==> src/rtl/tft_pkg.sv <==
// Shared pixel types, packing constants and colour expansion for the TFT unpack path.
package tft_pkg;

  localparam int WORD_W           = 32;
  localparam int DEF_PIXEL_BITS   = 16;
  localparam int DEF_FRAME_PIXELS = 800 * 480;
  localparam int PIX_PER_WORD     = WORD_W / DEF_PIXEL_BITS;
  localparam int POS_W            = $clog2(DEF_FRAME_PIXELS);

  typedef struct packed {
    logic [4:0] r;
    logic [5:0] g;
    logic [4:0] b;
  } rgb565_t;

  typedef struct packed {
    logic [7:0] r;
    logic [7:0] g;
    logic [7:0] b;
  } rgb888_t;

  // Narrow frames still need a one-bit counter.
  function automatic int pos_width(input int framePixels);
    return (framePixels > 1) ? $clog2(framePixels) : 1;
  endfunction

  // Replicating the top bits into the new LSBs maps full-scale 565 to full-scale 888.
  function automatic rgb888_t rgb565_to_888(input rgb565_t p);
    rgb888_t c;
    c.r = {p.r, p.r[4:2]};
    c.g = {p.g, p.g[5:4]};
    c.b = {p.b, p.b[4:2]};
    return c;
  endfunction

endpackage

==> src/rtl/tft_pos_counter.sv <==
// Frame position tracking: counts accepted pixels, pulses the frame end and
// flags a resync pulse that arrives part-way through a frame.
module tft_pos_counter
  import tft_pkg::*;
#(
  parameter int FRAME_PIXELS = DEF_FRAME_PIXELS,
  parameter int POS_WIDTH    = POS_W
) (
  input  logic clk_i,
  input  logic rst_ni,
  input  logic flush_i,
  input  logic pixAccept_i,
  output logic frameEnd_o,
  output logic misalign_o
);

  localparam logic [POS_WIDTH-1:0] LastPos = POS_WIDTH'(FRAME_PIXELS - 1);

  if (FRAME_PIXELS < 2) begin : gBadFrame
    $error("tft_pos_counter: FRAME_PIXELS must be at least 2");
  end
  if ((64'd1 << POS_WIDTH) < 64'(FRAME_PIXELS)) begin : gBadWidth
    $error("tft_pos_counter: POS_WIDTH too narrow for FRAME_PIXELS");
  end

  logic [POS_WIDTH-1:0] pos_q, pos_d;
  logic                 frameEnd_q, frameEnd_d;
  logic                 misalign_q, misalign_d;
  logic                 wrap;

  assign wrap = pixAccept_i && (pos_q == LastPos);

  // A flush that lands on the final pixel of a frame is a clean boundary, not a misalignment.
  always_comb begin
    pos_d      = pos_q;
    frameEnd_d = wrap;
    misalign_d = misalign_q;
    if (flush_i) begin
      pos_d = '0;
      if ((pos_q != '0) && !wrap) begin
        misalign_d = 1'b1;
      end
    end else if (pixAccept_i) begin
      pos_d = wrap ? '0 : pos_q + POS_WIDTH'(1);
    end
  end

  always_ff @(posedge clk_i or negedge rst_ni) begin
    if (!rst_ni) begin
      pos_q      <= '0;
      frameEnd_q <= 1'b0;
      misalign_q <= 1'b0;
    end else begin
      pos_q      <= pos_d;
      frameEnd_q <= frameEnd_d;
      misalign_q <= misalign_d;
    end
  end

  assign frameEnd_o = frameEnd_q;
  assign misalign_o = misalign_q;

endmodule

==> src/rtl/tft_pixel_unpack.sv <==
// Unpacks 32-bit FIFO words into TFT pixels with 565->888 expansion and frame resync.
// Build macro TFT_UNPACK_SWAP_EN selects big-endian pixel order within a 16-bit-packed word.
module tft_pixel_unpack
  import tft_pkg::*;
#(
  parameter int PIXEL_BITS   = DEF_PIXEL_BITS,
  parameter int TFT_WIDTH    = 24,
  parameter int FRAME_PIXELS = DEF_FRAME_PIXELS
) (
  input  logic                 CLK,
  input  logic                 RESET_N_IN,
  input  logic [WORD_W-1:0]    WORD_IN,
  input  logic                 WORD_REQ_IN,
  output logic                 WORD_ACK_OUT,
  input  logic                 FLUSH_IN,
  output logic [TFT_WIDTH-1:0] PIX_OUT,
  output logic                 PIX_REQ_OUT,
  input  logic                 PIX_ACK_IN,
  output logic                 FRAME_END_OUT,
  output logic                 MISALIGN_OUT
);

  localparam int   PosWidth = pos_width(FRAME_PIXELS);
  localparam logic LastIdx  = (PIXEL_BITS == 16) ? 1'(PIX_PER_WORD - 1) : 1'b0;

  if ((PIXEL_BITS != 16) && (PIXEL_BITS != 32)) begin : gBadPixelBits
    $error("tft_pixel_unpack: PIXEL_BITS must be 16 or 32");
  end
  if ((TFT_WIDTH != 16) && (TFT_WIDTH != 24)) begin : gBadTftWidth
    $error("tft_pixel_unpack: TFT_WIDTH must be 16 or 24");
  end

  logic [WORD_W-1:0] word_q, word_d;
  logic              bufValid_q, bufValid_d;
  logic              idx_q, idx_d;
  logic              last;
  logic              pixAccept;
  logic              wordAck;
  logic [15:0]       slice16;

  assign last      = (idx_q == LastIdx);
  assign pixAccept = bufValid_q & PIX_ACK_IN;
  // Refill in the same cycle the final pixel leaves, so streaming has no bubble.
  assign wordAck   = WORD_REQ_IN & ~FLUSH_IN & (~bufValid_q | (PIX_ACK_IN & last));

  assign WORD_ACK_OUT = wordAck;
  assign PIX_REQ_OUT  = bufValid_q;

  always_comb begin
    word_d     = word_q;
    bufValid_d = bufValid_q;
    idx_d      = idx_q;
    if (FLUSH_IN) begin
      bufValid_d = 1'b0;
      idx_d      = 1'b0;
    end else if (wordAck) begin
      word_d     = WORD_IN;
      bufValid_d = 1'b1;
      idx_d      = 1'b0;
    end else if (pixAccept) begin
      if (last) begin
        bufValid_d = 1'b0;
      end else begin
        idx_d = idx_q + 1'b1;
      end
    end
  end

  always_ff @(posedge CLK or negedge RESET_N_IN) begin
    if (!RESET_N_IN) begin
      word_q     <= '0;
      bufValid_q <= 1'b0;
      idx_q      <= 1'b0;
    end else begin
      word_q     <= word_d;
      bufValid_q <= bufValid_d;
      idx_q      <= idx_d;
    end
  end

  always_comb begin
`ifdef TFT_UNPACK_SWAP_EN
    slice16 = idx_q ? word_q[15:0] : word_q[31:16];
`else
    slice16 = idx_q ? word_q[31:16] : word_q[15:0];
`endif
  end

  // Output is driven purely from registers; a cleared word register gives a zero pixel after reset.
  if (PIXEL_BITS == 32) begin : gWidePixel
    assign PIX_OUT = word_q[TFT_WIDTH-1:0];
  end else if (TFT_WIDTH == 24) begin : gExpand
    rgb888_t pix888;
    assign pix888  = rgb565_to_888(rgb565_t'(slice16));
    assign PIX_OUT = pix888;
  end else begin : gPassThrough
    assign PIX_OUT = slice16[TFT_WIDTH-1:0];
  end

  tft_pos_counter #(
    .FRAME_PIXELS (FRAME_PIXELS),
    .POS_WIDTH    (PosWidth)
  ) uPosCounter (
    .clk_i       (CLK),
    .rst_ni      (RESET_N_IN),
    .flush_i     (FLUSH_IN),
    .pixAccept_i (pixAccept),
    .frameEnd_o  (FRAME_END_OUT),
    .misalign_o  (MISALIGN_OUT)
  );

endmodule

==> config.mk <==
export PLATFORM = sky130hd
export DESIGN_NAME = tft_pixel_unpack
export DESIGN_NICKNAME = d
export VERILOG_FILES = /design/src/rtl/tft_pkg.sv /design/src/rtl/tft_pos_counter.sv /design/src/rtl/tft_pixel_unpack.sv
export SDC_FILE = /design/constraint.sdc
export NUM_CORES = 1
export LEC_CHECK = 0
export BUFFER_PORTS_ARGS = -buffer_cell sky130_fd_sc_hd__buf_4
export CORE_UTILIZATION = 45
export CTS_CLUSTER_SIZE = 8
export DETAILED_ROUTE_END_ITERATION = 10
export GPL_TIMING_DRIVEN = 0
export HOLD_SLACK_MARGIN = 0.05
export MAX_ROUTING_LAYER = met4
export PLACE_DENSITY = 0.69
export REMOVE_ABC_BUFFERS = 1
export SLEW_MARGIN = 5
export SYNTH_ARGS = -nofsm -noshare
export SYNTH_HDL_FRONTEND = slang
export SYNTH_SLANG_ARGS = --single-unit
==> constraint.sdc <==
create_clock -name CLK -period 2.4 [get_ports CLK]
set_clock_uncertainty 0.15 [all_clocks]
set_input_delay 0.24 -clock CLK [delete_from_list [all_inputs] [get_ports CLK]]
set_output_delay 0.24 -clock CLK [all_outputs]
set_load 0.02 [all_outputs]
==> results of run 1 <==
## worst max-delay path: stages, from the launching register on
cell,delay [ns]
dfrtp_1,0.45
ha_1,0.20
and3_2,0.25
nand4b_1,0.20
o21ai_2,0.65
o21ba_2,0.25
## kinds of logic (layout without fill, tap and decap cells)
kind of cell	Yosys count	count (layout)	share of synthesized area (%)
AND/OR/NAND/NOR	63	63	13.5
XOR/XNOR	10	10	3.23
AO/OA/AOI/OAI	26	26	6.45
multiplexers	48	48	19.9
adder cells (fa/ha/maj)	2	2	0.922
flip-flops	55	55	50.7
buffers and inverters	23	116	5.35
## stage by stage
stage / hold slack (ns) / setup TNS, ns / cell area, um2
after floorplan: -0.206 / -22.52 / 2590
after global placement: 0.185 / -43.71 / 3160
after detailed placement: 0.179 / -5.61 / 3200
after CTS: 0.179 / 0 / 3680
after global routing: 0.192 / 0 / 3680
final: 0.186 / 0 / 3680
## final timing paths
| path | from | end |
|---|---|---|
| max in group asynchronous | RESET_N_IN | idx_q |
| worst min register to register | uPosCounter.misalign_o | uPosCounter.misalign_o |
| min in group asynchronous | RESET_N_IN | word_q[16] |
| worst max register to register | uPosCounter.pos_q[0] | uPosCounter.pos_q[11] |
| worst max-delay path | uPosCounter.pos_q[0] | uPosCounter.pos_q[11] |
| worst min-delay path | PIX_ACK_IN | uPosCounter.pos_q[0] |
## registers in the layout, summed over array words and instances, names as in the netlist
name and cells:
uPosCounter.misalign_o 1, word_q 32, uPosCounter.frameEnd_o 1, uPosCounter.pos_q 19, PIX_REQ_OUT 1, idx_q 1
## power groups by stage
| stage | Combinational (mW) | Clock (mW) | Sequential (mW) |
|---|---|---|---|
| 2_1_floorplan | 0.328 | 0 | 1.10 |
| 3_3_place_gp | 0.553 | 0 | 1.11 |
| 3_5_place_dp | 0.568 | 0 | 1.12 |
| 4_1_cts | 0.617 | 0.647 | 1.10 |
| 5_1_grt | 0.656 | 0.683 | 1.11 |
| 6_report | 0.614 | 0.631 | 1.10 |
## layout make-up
type,instances,area share [%]
tap,72,2.45
inverter,6,0.613
clock buffer,6,2.25
clock inverter,2,0.953
multi-input combinational,149,32.6
sequential,55,37.5
timing repair buffer,102,23.6
## what timing repair did
| action | in CTS | in global routing |
|---|---|---|
| resized for setup | 1 | 0 |
| hold buffers | 35 | 0 |
| setup endpoints to repair | 25 | 0 |
| hold endpoints to repair | 91 | 0 |
| buffers inserted | 1 | 0 |
## layout by cell type (no fill, tap or decap), types with 4 or more instances in the layout
cell type       n
dfrtp_1        54
buf_4          65
mux2_1          4
nand2_1         9
and4_1          4
nand4_1         5
inv_1           6
clkbuf_8        6
or4_1           4
o31ai_1         6
o21ai_0         4
nor2_1         15
nand3_1         7
xor2_1          8
mux2_2         44
dlygate4sd3_1  35
a21oi_1         9
## metal layers
layer	routed length, um	vias up	part of all wire (%)	global-route usage [%]
li1	-	992	-	-
met1	2530	1008	45	24.0
met2	2820	53	50	33.2
met3	202	13	3.6	3.89
met4	119	0	2.1	7.64
met5	0	-	0	-
==> run_results.csv, run 1 <==
group,metric,value,unit
worst_setup_path,cp-end-kind,"flop",
cells_and_area,fin_util,64.8,%
logic_synthesis,avgSynthCellArea,12.0,um2
sta,grt_setup_unrepaired,"false",
detailed_routing,initialDrtViolationCount,90,
logic_synthesis,ys_types,41,
cells_and_area,nets,358,
sta,period_share,93.7,%
pwr,p_total,2.34,mW
sta,report.final.slew_viol_count,0,
pwr,power.share.switching,27.0,%
global_route,grt-ovfl-total,0,
run,maxCapViolations,0,
worst_hold_path,hold_depth,3,
pwr,p_clk_share,26.9,%
clocking,insertion_delay,0.30,ns
global_route,antenna_found_initial,0,
pwr,p_per_area,637,mW/mm2
worst_setup_path,reg2reg_depth,5,
pwr,leakagePower,1.62,nW
clocking,cts_made_buffers,5,
logic_synthesis,synth_top_area_share,50.7,%
cells_and_area,multi_input_area,0.00120,mm2
die,die_h,79.7,um
die,rows,27,
pwr,power_switching,632,uW
worst_setup_path,rrSetupSlack,0.15,ns
logic_synthesis,synthCells,227,
cells_and_area,seqCellArea,0.00138,mm2
sta,finalSetupViolations,0,
detailed_routing,vias_per_cell,5.27,
die,start_util,47.8,%
placement,placedCellCount,348,
global_route,first_global_vias,2101,
global_route,grtUsageTotal,20.0,%
sta,worst_slack,0.150,ns
cells_and_area,drive_gt1_share,40.6,%
clocking,cts.sinks,55,
logic_synthesis,postSynth.asyncResetShare,100,%
logic_synthesis,ys_top_cells_by_count,"dfrtp_1 (55), mux2_2 (44), nor2_1 (15), buf_4 (13)",
worst_setup_path,worstPathMaxFanout,17,
cells_and_area,final_cell_count_no_fill,392,
detailed_routing,ant_nets,0,
pwr,peakVddDrop,0.000477,V
logic_synthesis,syn_area,0.00272,mm2
placement,portBuffers,64,
clocking,htree_levels,2,
cells_and_area,fillers,430,
cells_and_area,n_antenna_cell,0,
global_route,grt_max_degree,56,
logic_synthesis,yosysTopAreaCell,"dfrtp_1",
worst_setup_path,timing.critical_path.required,2.45,ns
clocking,clkTransAtPathRegs,0.09,ns
logic_synthesis,yosysSeqAreaShare,50.7,%
cells_and_area,syn2layout_area_growth,35.4,%
sta,fmax,445,MHz
logic_synthesis,synth-main-ff-cell,"dfrtp_1",
sta,hold_viol_final,0,
clocking,tritoncts,"yes",
pwr,pwr-share-seq,46.9,%
pwr,combPwrFrac,26.2,%
pwr,intPower,1.71,mW
worst_setup_path,startpoint_type,"flop",
detailed_routing,firstDrtPassIters,4,
worst_setup_path,path_class,"reg2reg",
detailed_routing,remaining_drc_errors,0,
logic_synthesis,synth_seq_cells,55,
run_status,status,"complete, no violations",
sta,worstMarginPinSlew,0.732,ns
global_route,grt_pass1_wl,9600,um
die,dieArea,0.00635,mm2
die,die_x,79.7,um
logic_synthesis,yosysMostFrequentCell,"dfrtp_1",
sta,relSlewSlack,51.2,%
die,ios,65,
placement,dp_slack,-0.335,ns
logic_synthesis,yosysWarnings,0,
clocking,cts_max_path_buffers,2,
worst_hold_path,min-delay-path-class,"in2reg",
worst_setup_path,crit_arrival,2.30,ns
detailed_routing,wl_per_cell,14.5,um
die,coreArea,0.00568,mm2
detailed_routing,drt-total-wl,5680,um
sta,finalCriticalPeriod,2.25,ns
logic_synthesis,synth_area_leaders,"dfrtp_1 (51%), mux2_2 (18%), buf_4 (3.6%)",
placement,gp_congestion,0.773,
clocking,cts_root_buf,"clkbuf_8",
placement,dpl.hpwl,3660,um
logic_synthesis,synth_enable_flop_cells,0,
detailed_routing,dr_total_vias,2066,
(Power assumes the default switching activity.)
==> inputs of run 2 (changes only) <==
Settings changed: ABC_AREA from default to 1, PLACE_DENSITY 0.69 to 0.68.
==> run 2 against run 1 <==
Effect of this change: final area is 4.2% higher; sequential share of layout area is 1.4 points lower; combinational power is 12% lower; die area is 6.1% higher; power is 5.1% lower; core utilization is 1.6 points lower; non-clock buffer count is 3 lower; largest power group unchanged.
==> run_results.csv, run 2 <==
group,metric,value,unit
run_status,status,"complete, no violations",
worst_setup_path,crit_buf_inv,2,
logic_synthesis,yosysWarnings,0,
logic_synthesis,synth_area_leaders,"dfrtp_1 (48%), nand2_1 (25%), nor2_1 (4.3%)",
logic_synthesis,yosysMostFrequentCell,"nand2_1",
worst_setup_path,path_common_cell,"nand2_1",
cells_and_area,syn2layout_area_growth,32.8,%
clocking,htree_levels,2,
worst_setup_path,crit_family,"flip-flops",
global_route,grtUsageTotal,23.4,%
worst_setup_path,critical-path-max-stage-delay,0.57,ns
cells_and_area,fin_util,63.2,%
worst_setup_path,crit_arrival,1.88,ns
global_route,first_global_vias,2543,
detailed_routing,remaining_drc_errors,0,
sta,hold_viol_final,0,
die,start_util,47.6,%
worst_setup_path,worst_path_max_delay_cell,"dfrtp_4",
sta,report.final.slew_viol_count,0,
detailed_routing,ant_nets,0,
die,dieArea,0.00673,mm2
die,die_x,82.1,um
clocking,cts_root_buf,"clkbuf_8",
worst_hold_path,min-delay-path-class,"in2reg",
die,coreArea,0.00606,mm2
logic_synthesis,synthCells,391,
die,ios,65,
placement,dpl.hpwl,4440,um
worst_setup_path,timing.critical_path.required,2.01,ns
pwr,p_per_area,581,mW/mm2
cells_and_area,largest_reg_flops,32,
cells_and_area,final_common_cell,"nand2_1",
logic_synthesis,synth_enable_flop_cells,0,
logic_synthesis,yosysSeqAreaShare,47.7,%
sta,worstMarginPinSlew,0.697,ns
global_route,grt_max_degree,56,
sta,finalSetupViolations,0,
logic_synthesis,synth-main-ff-cell,"dfrtp_1",
logic_synthesis,postSynth.asyncResetShare,100,%
clocking,clkTransAtPathRegs,0.09,ns
cells_and_area,nets,519,
cells_and_area,final_cell_count_no_fill,555,
clocking,insertion_delay,0.32,ns
sta,finalCriticalPeriod,2.27,ns
worst_setup_path,cp_cell_sequence,"nand2_1 -> nand2_1 -> nand3_4 -> inv_8 -> buf_4",
sta,worst_slack,0.132,ns
logic_synthesis,ys_types,29,
cells_and_area,n_antenna_cell,0,
clocking,cts.sinks,55,
detailed_routing,wl_per_cell,12.7,um
worst_setup_path,worstPathMaxFanout,34,
sta,period_share,94.5,%
placement,gp_congestion,0.874,
detailed_routing,vias_per_cell,4.83,
worst_setup_path,path_class,"reg2out",
detailed_routing,initialDrtViolationCount,133,
pwr,peakVddDrop,0.000281,V
logic_synthesis,avgSynthCellArea,7.38,um2
cells_and_area,fillers,540,
clocking,cts_max_path_buffers,2,
cells_and_area,top_regs,"word_q x32, uPosCounter.pos_q x19",
global_route,grt-ovfl-total,0,
worst_setup_path,cp-end-kind,"output pin",
clocking,tritoncts,"yes",
placement,placedCellCount,512,
die,die_h,82.1,um
logic_synthesis,synth_seq_cells,55,
sta,grt_setup_unrepaired,"false",
clocking,cts_made_buffers,5,
die,rows,28,
detailed_routing,firstDrtPassIters,6,
sta,fmax,441,MHz
detailed_routing,drt-total-wl,7060,um
placement,portBuffers,64,
logic_synthesis,synth_top_area_share,47.7,%
placement,dp_slack,-0.458,ns
global_route,grt_pass1_wl,11600,um
logic_synthesis,ys_top_cells_by_count,"nand2_1 (194), dfrtp_1 (55), nor2_1 (33), inv_1 (25), nand3_1 (14)",
logic_synthesis,yosysTopAreaCell,"dfrtp_1",
pwr,leakagePower,1.99,nW
global_route,antenna_found_initial,0,
cells_and_area,mostFrequentLayoutCells,"nand2_1 (194), buf_4 (64), dfrtp_1 (54)",
run,maxCapViolations,0,
cells_and_area,drive_gt1_share,19.6,%
cells_and_area,regMostFlops,"word_q",
logic_synthesis,syn_area,0.00288,mm2
sta,relSlewSlack,53.6,%
worst_setup_path,startpoint_type,"flop",
detailed_routing,dr_total_vias,2680,
## run 2: stage by stage
step / total power, mW / TNS, ns / hold slack [ns] / cell area, um2
CTS: 2.23 / 0 / 0.180 / 3830
global placement: 1.56 / -8.51 / 0.179 / 3340
finish: 2.22 / 0 / 0.190 / 3830
floorplan: 1.34 / 0 / -0.206 / 2770
detailed placement: 1.57 / -8.02 / 0.182 / 3340
global route: 2.34 / 0 / 0.226 / 3830
## run 2: report_power, final
part           switching (mW)  internal [mW]
Clock                   0.305          0.305
Sequential             0.0523           1.02
Combinational           0.305          0.238
Total                   0.662           1.56
## run 2: cell type report
class | count | area, um2 | share of cell area [%]
Clock inverter | 2 | 37.5 | 0.980
Multi-Input combinational cell | 289 | 1300 | 33.9
Sequential cell | 55 | 1380 | 36.0
Inverter | 30 | 120 | 3.14
Tap cell | 75 | 93.8 | 2.45
Clock buffer | 5 | 68.8 | 1.80
Timing Repair Buffer | 99 | 831 | 21.7
## run 2: logic make-up after synthesis
family	synth area share (%)
buffers and inverters	7.85
AO/OA/AOI/OAI	2.56
flip-flops	47.7
XOR/XNOR	1.21
adder cells (fa/ha/maj)	0.868
AND/OR/NAND/NOR	39.8
## run 2: worst register-to-register path, cell delays in order, from the launching register on
cell	delay, ns
dfrtp_4	0.57
nand2_1	0.09
nand2_1	0.18
nand3_4	0.27
inv_8	0.27
nand2_1	0.10
nand2_1	0.07
## run 2: worst paths after layout
check	from	to	slack, ns	cells past startpoint
min	PIX_ACK_IN	idx_q	0.19	3
min in group asynchronous	RESET_N_IN	word_q[27]	0.34	2
min reg2reg	uPosCounter.misalign_o	uPosCounter.misalign_o	0.33	2
max reg2reg	idx_q	word_q[17]	0.65	6
max	idx_q	WORD_ACK_OUT	0.13	5
max in group asynchronous	RESET_N_IN	idx_q	1.21	2
## run 2: metal layers
layer  track usage [%]  vias up  wire length, um
li1                  -     1364                -
met1              28.5     1224             3210
met2              40.1       80             3370
met3              4.22       12              392
met4              5.96        0               89
met5                 -        -                0
## run 2: repair_timing
item / 4_1_cts / 5_1_grt
hold endpoints to repair: 89 / 0
setup buffers: 0 / 0
gates cloned: 1 / 0
endpoints found under the setup margin: 58 / 17
pin swaps: 1 / 0
hold buffers: 35 / 0
gates resized for setup: 5 / 1
==> inputs of run 3 (changes only) <==
Settings changed: CORE_UTILIZATION 45 to 54, PLACE_DENSITY 0.68 to 0.8.
==> run 3 against run 2 <==
Effect of this change: sequential power about the same; first-iteration DRC count increased by 47%; die area shrank 16%; final cell count fell by 0.72%; critical path depth is the same; power is 4.4% higher; largest power group unchanged; highest routed layer unchanged.
==> run_results.csv, run 3 (same netlist as run 2, synthesis figures left out) <==
group,metric,value,unit
die,die_x,75.1,um
cells_and_area,n_antenna_cell,0,
worst_setup_path,cp-end-kind,"output pin",
clocking,insertion_delay,0.30,ns
sta,grt_setup_unrepaired,"false",
sta,period_share,94.8,%
sta,worstMarginPinSlew,0.681,ns
worst_setup_path,crit_buf_inv,2,
worst_setup_path,worstPathMaxFanout,34,
placement,gp_congestion,0.865,
clocking,cts.sinks,55,
cells_and_area,final_common_cell,"nand2_1",
detailed_routing,initialDrtViolationCount,196,
sta,hold_viol_final,0,
detailed_routing,wl_per_cell,13.1,um
global_route,first_global_vias,2534,
worst_setup_path,crit_arrival,1.89,ns
detailed_routing,dr_total_vias,2753,
clocking,clkTransAtPathRegs,0.09,ns
die,rows,26,
worst_setup_path,cp_cell_sequence,"nand2_1 -> nand2_1 -> nand3_4 -> inv_8 -> buf_4",
detailed_routing,drt-total-wl,7210,um
worst_setup_path,path_class,"reg2out",
clocking,tritoncts,"yes",
detailed_routing,remaining_drc_errors,0,
sta,hold_ws,0.190,ns
die,dieArea,0.00564,mm2
global_route,grt_max_degree,56,
cells_and_area,regMostFlops,"word_q",
clocking,cts_max_path_buffers,2,
detailed_routing,vias_per_cell,5.00,
pwr,p_total,2.32,mW
detailed_routing,firstDrtPassIters,4,
cells_and_area,largest_reg_flops,32,
sta,report.final.slew_viol_count,0,
cells_and_area,nets,519,
global_route,grt-ovfl-total,0,
sta,worst_slack,0.125,ns
run,maxCapViolations,0,
placement,dp_slack,-0.342,ns
worst_setup_path,startpoint_type,"flop",
sta,fmax,440,MHz
global_route,grtUsageTotal,26.9,%
run_status,status,"complete, no violations",
worst_setup_path,critical-path-max-stage-delay,0.58,ns
cells_and_area,syn2layout_area_growth,33.6,%
sta,relSlewSlack,54.6,%
clocking,htree_levels,2,
die,start_util,56.1,%
pwr,peakVddDrop,0.000395,V
cells_and_area,mostFrequentLayoutCells,"nand2_1 (194), buf_4 (64), dfrtp_1 (54)",
worst_hold_path,min-delay-path-class,"in2reg",
clocking,post_cts_buffers,0,
die,die_h,75.1,um
placement,dpl.hpwl,4360,um
sta,finalCriticalPeriod,2.28,ns
die,ios,65,
clocking,cts_made_buffers,5,
worst_setup_path,timing.critical_path.required,2.01,ns
sta,finalSetupViolations,0,
global_route,antenna_found_initial,0,
cells_and_area,top_regs,"word_q x32, uPosCounter.pos_q x19",
clocking,cts_root_buf,"clkbuf_8",
die,coreArea,0.00514,mm2
pwr,p_per_area,603,mW/mm2
pwr,leakagePower,2.00,nW
global_route,grt_pass1_wl,11000,um
worst_setup_path,crit_family,"flip-flops",
detailed_routing,ant_nets,0,
worst_setup_path,path_common_cell,"nand2_1",
placement,portBuffers,64,
cells_and_area,drive_gt1_share,19.8,%
worst_setup_path,worst_path_max_delay_cell,"dfrtp_4",
-- run 3: cell count changes in the layout (fill, tap and decap cells not counted), sizes merged --
cell | before | now
bufinv | 1 | 2
clkinv | 2 | 1
clkbuf | 5 | 6
-- run 3: stage by stage --
step	setup TNS (ns)	util [%]	instances	area, um2
6_report	0	75.0	551	3850
2_1_floorplan	0	-	373	2770
4_1_cts	0	74.6	550	3830
3_3_place_gp	-6.78	64.9	507	3340
3_5_place_dp	-4.14	64.9	507	3340
5_1_grt	0	75.0	551	3850
-- run 3: per-layer routing --
metal	share of wire (%)	wire length [um]	track usage, %
met1	42	3040	31.5
met4	1.1	80	6.08
met5	0	0	-
met3	6.5	471	5.89
met2	50	3610	47.3
-- run 3: worst paths after layout --
path / startpoint / to / slack, ns / cells past startpoint
hold / removal: PIX_ACK_IN / idx_q / 0.19 / 3
setup / recovery: idx_q / WORD_ACK_OUT / 0.12 / 5
setup reg to reg: idx_q / word_q[21] / 0.61 / 6
min in group asynchronous: RESET_N_IN / word_q[16] / 0.36 / 2
max in group asynchronous: RESET_N_IN / idx_q / 1.22 / 2
hold reg to reg: uPosCounter.misalign_o / uPosCounter.misalign_o / 0.33 / 2
-- run 3: area by class of cell --
| class | count | area (um2) |
|---|---|---|
| Sequential cell | 55 | 1380 |
| Multi-Input combinational cell | 289 | 1300 |
| Fill cell | 365 | 1290 |
| Timing Repair Buffer | 99 | 831 |
| Inverter | 30 | 124 |
| Tap cell | 70 | 87.6 |
| Clock buffer | 6 | 72.6 |
| Clock inverter | 2 | 60.1 |
-- run 3: report_power, final --
group / internal (mW) / switching (mW)
Sequential: 1.02 / 0.0560
Combinational: 0.238 / 0.308
Clock: 0.417 / 0.285
Total: 1.67 / 0.648
-- run 3: worst register-to-register path, stage by stage, from the launching register on --
cell and delay, ns:
dfrtp_4 0.58, nand2_1 0.10, nand2_1 0.19, nand3_4 0.27
inv_8 0.27, nand2_1 0.11, nand2_1 0.08
-- run 3: what timing repair did --
| action | 4_1_cts | 5_1_grt |
|---|---|---|
| pin swaps | 0 | 1 |
| hold buffers | 35 | 0 |
| setup endpoints to repair | 58 | 3 |
| cloned | 0 | 1 |
| hold endpoints to repair | 89 | 0 |
| gates resized for setup | 4 | 3 |
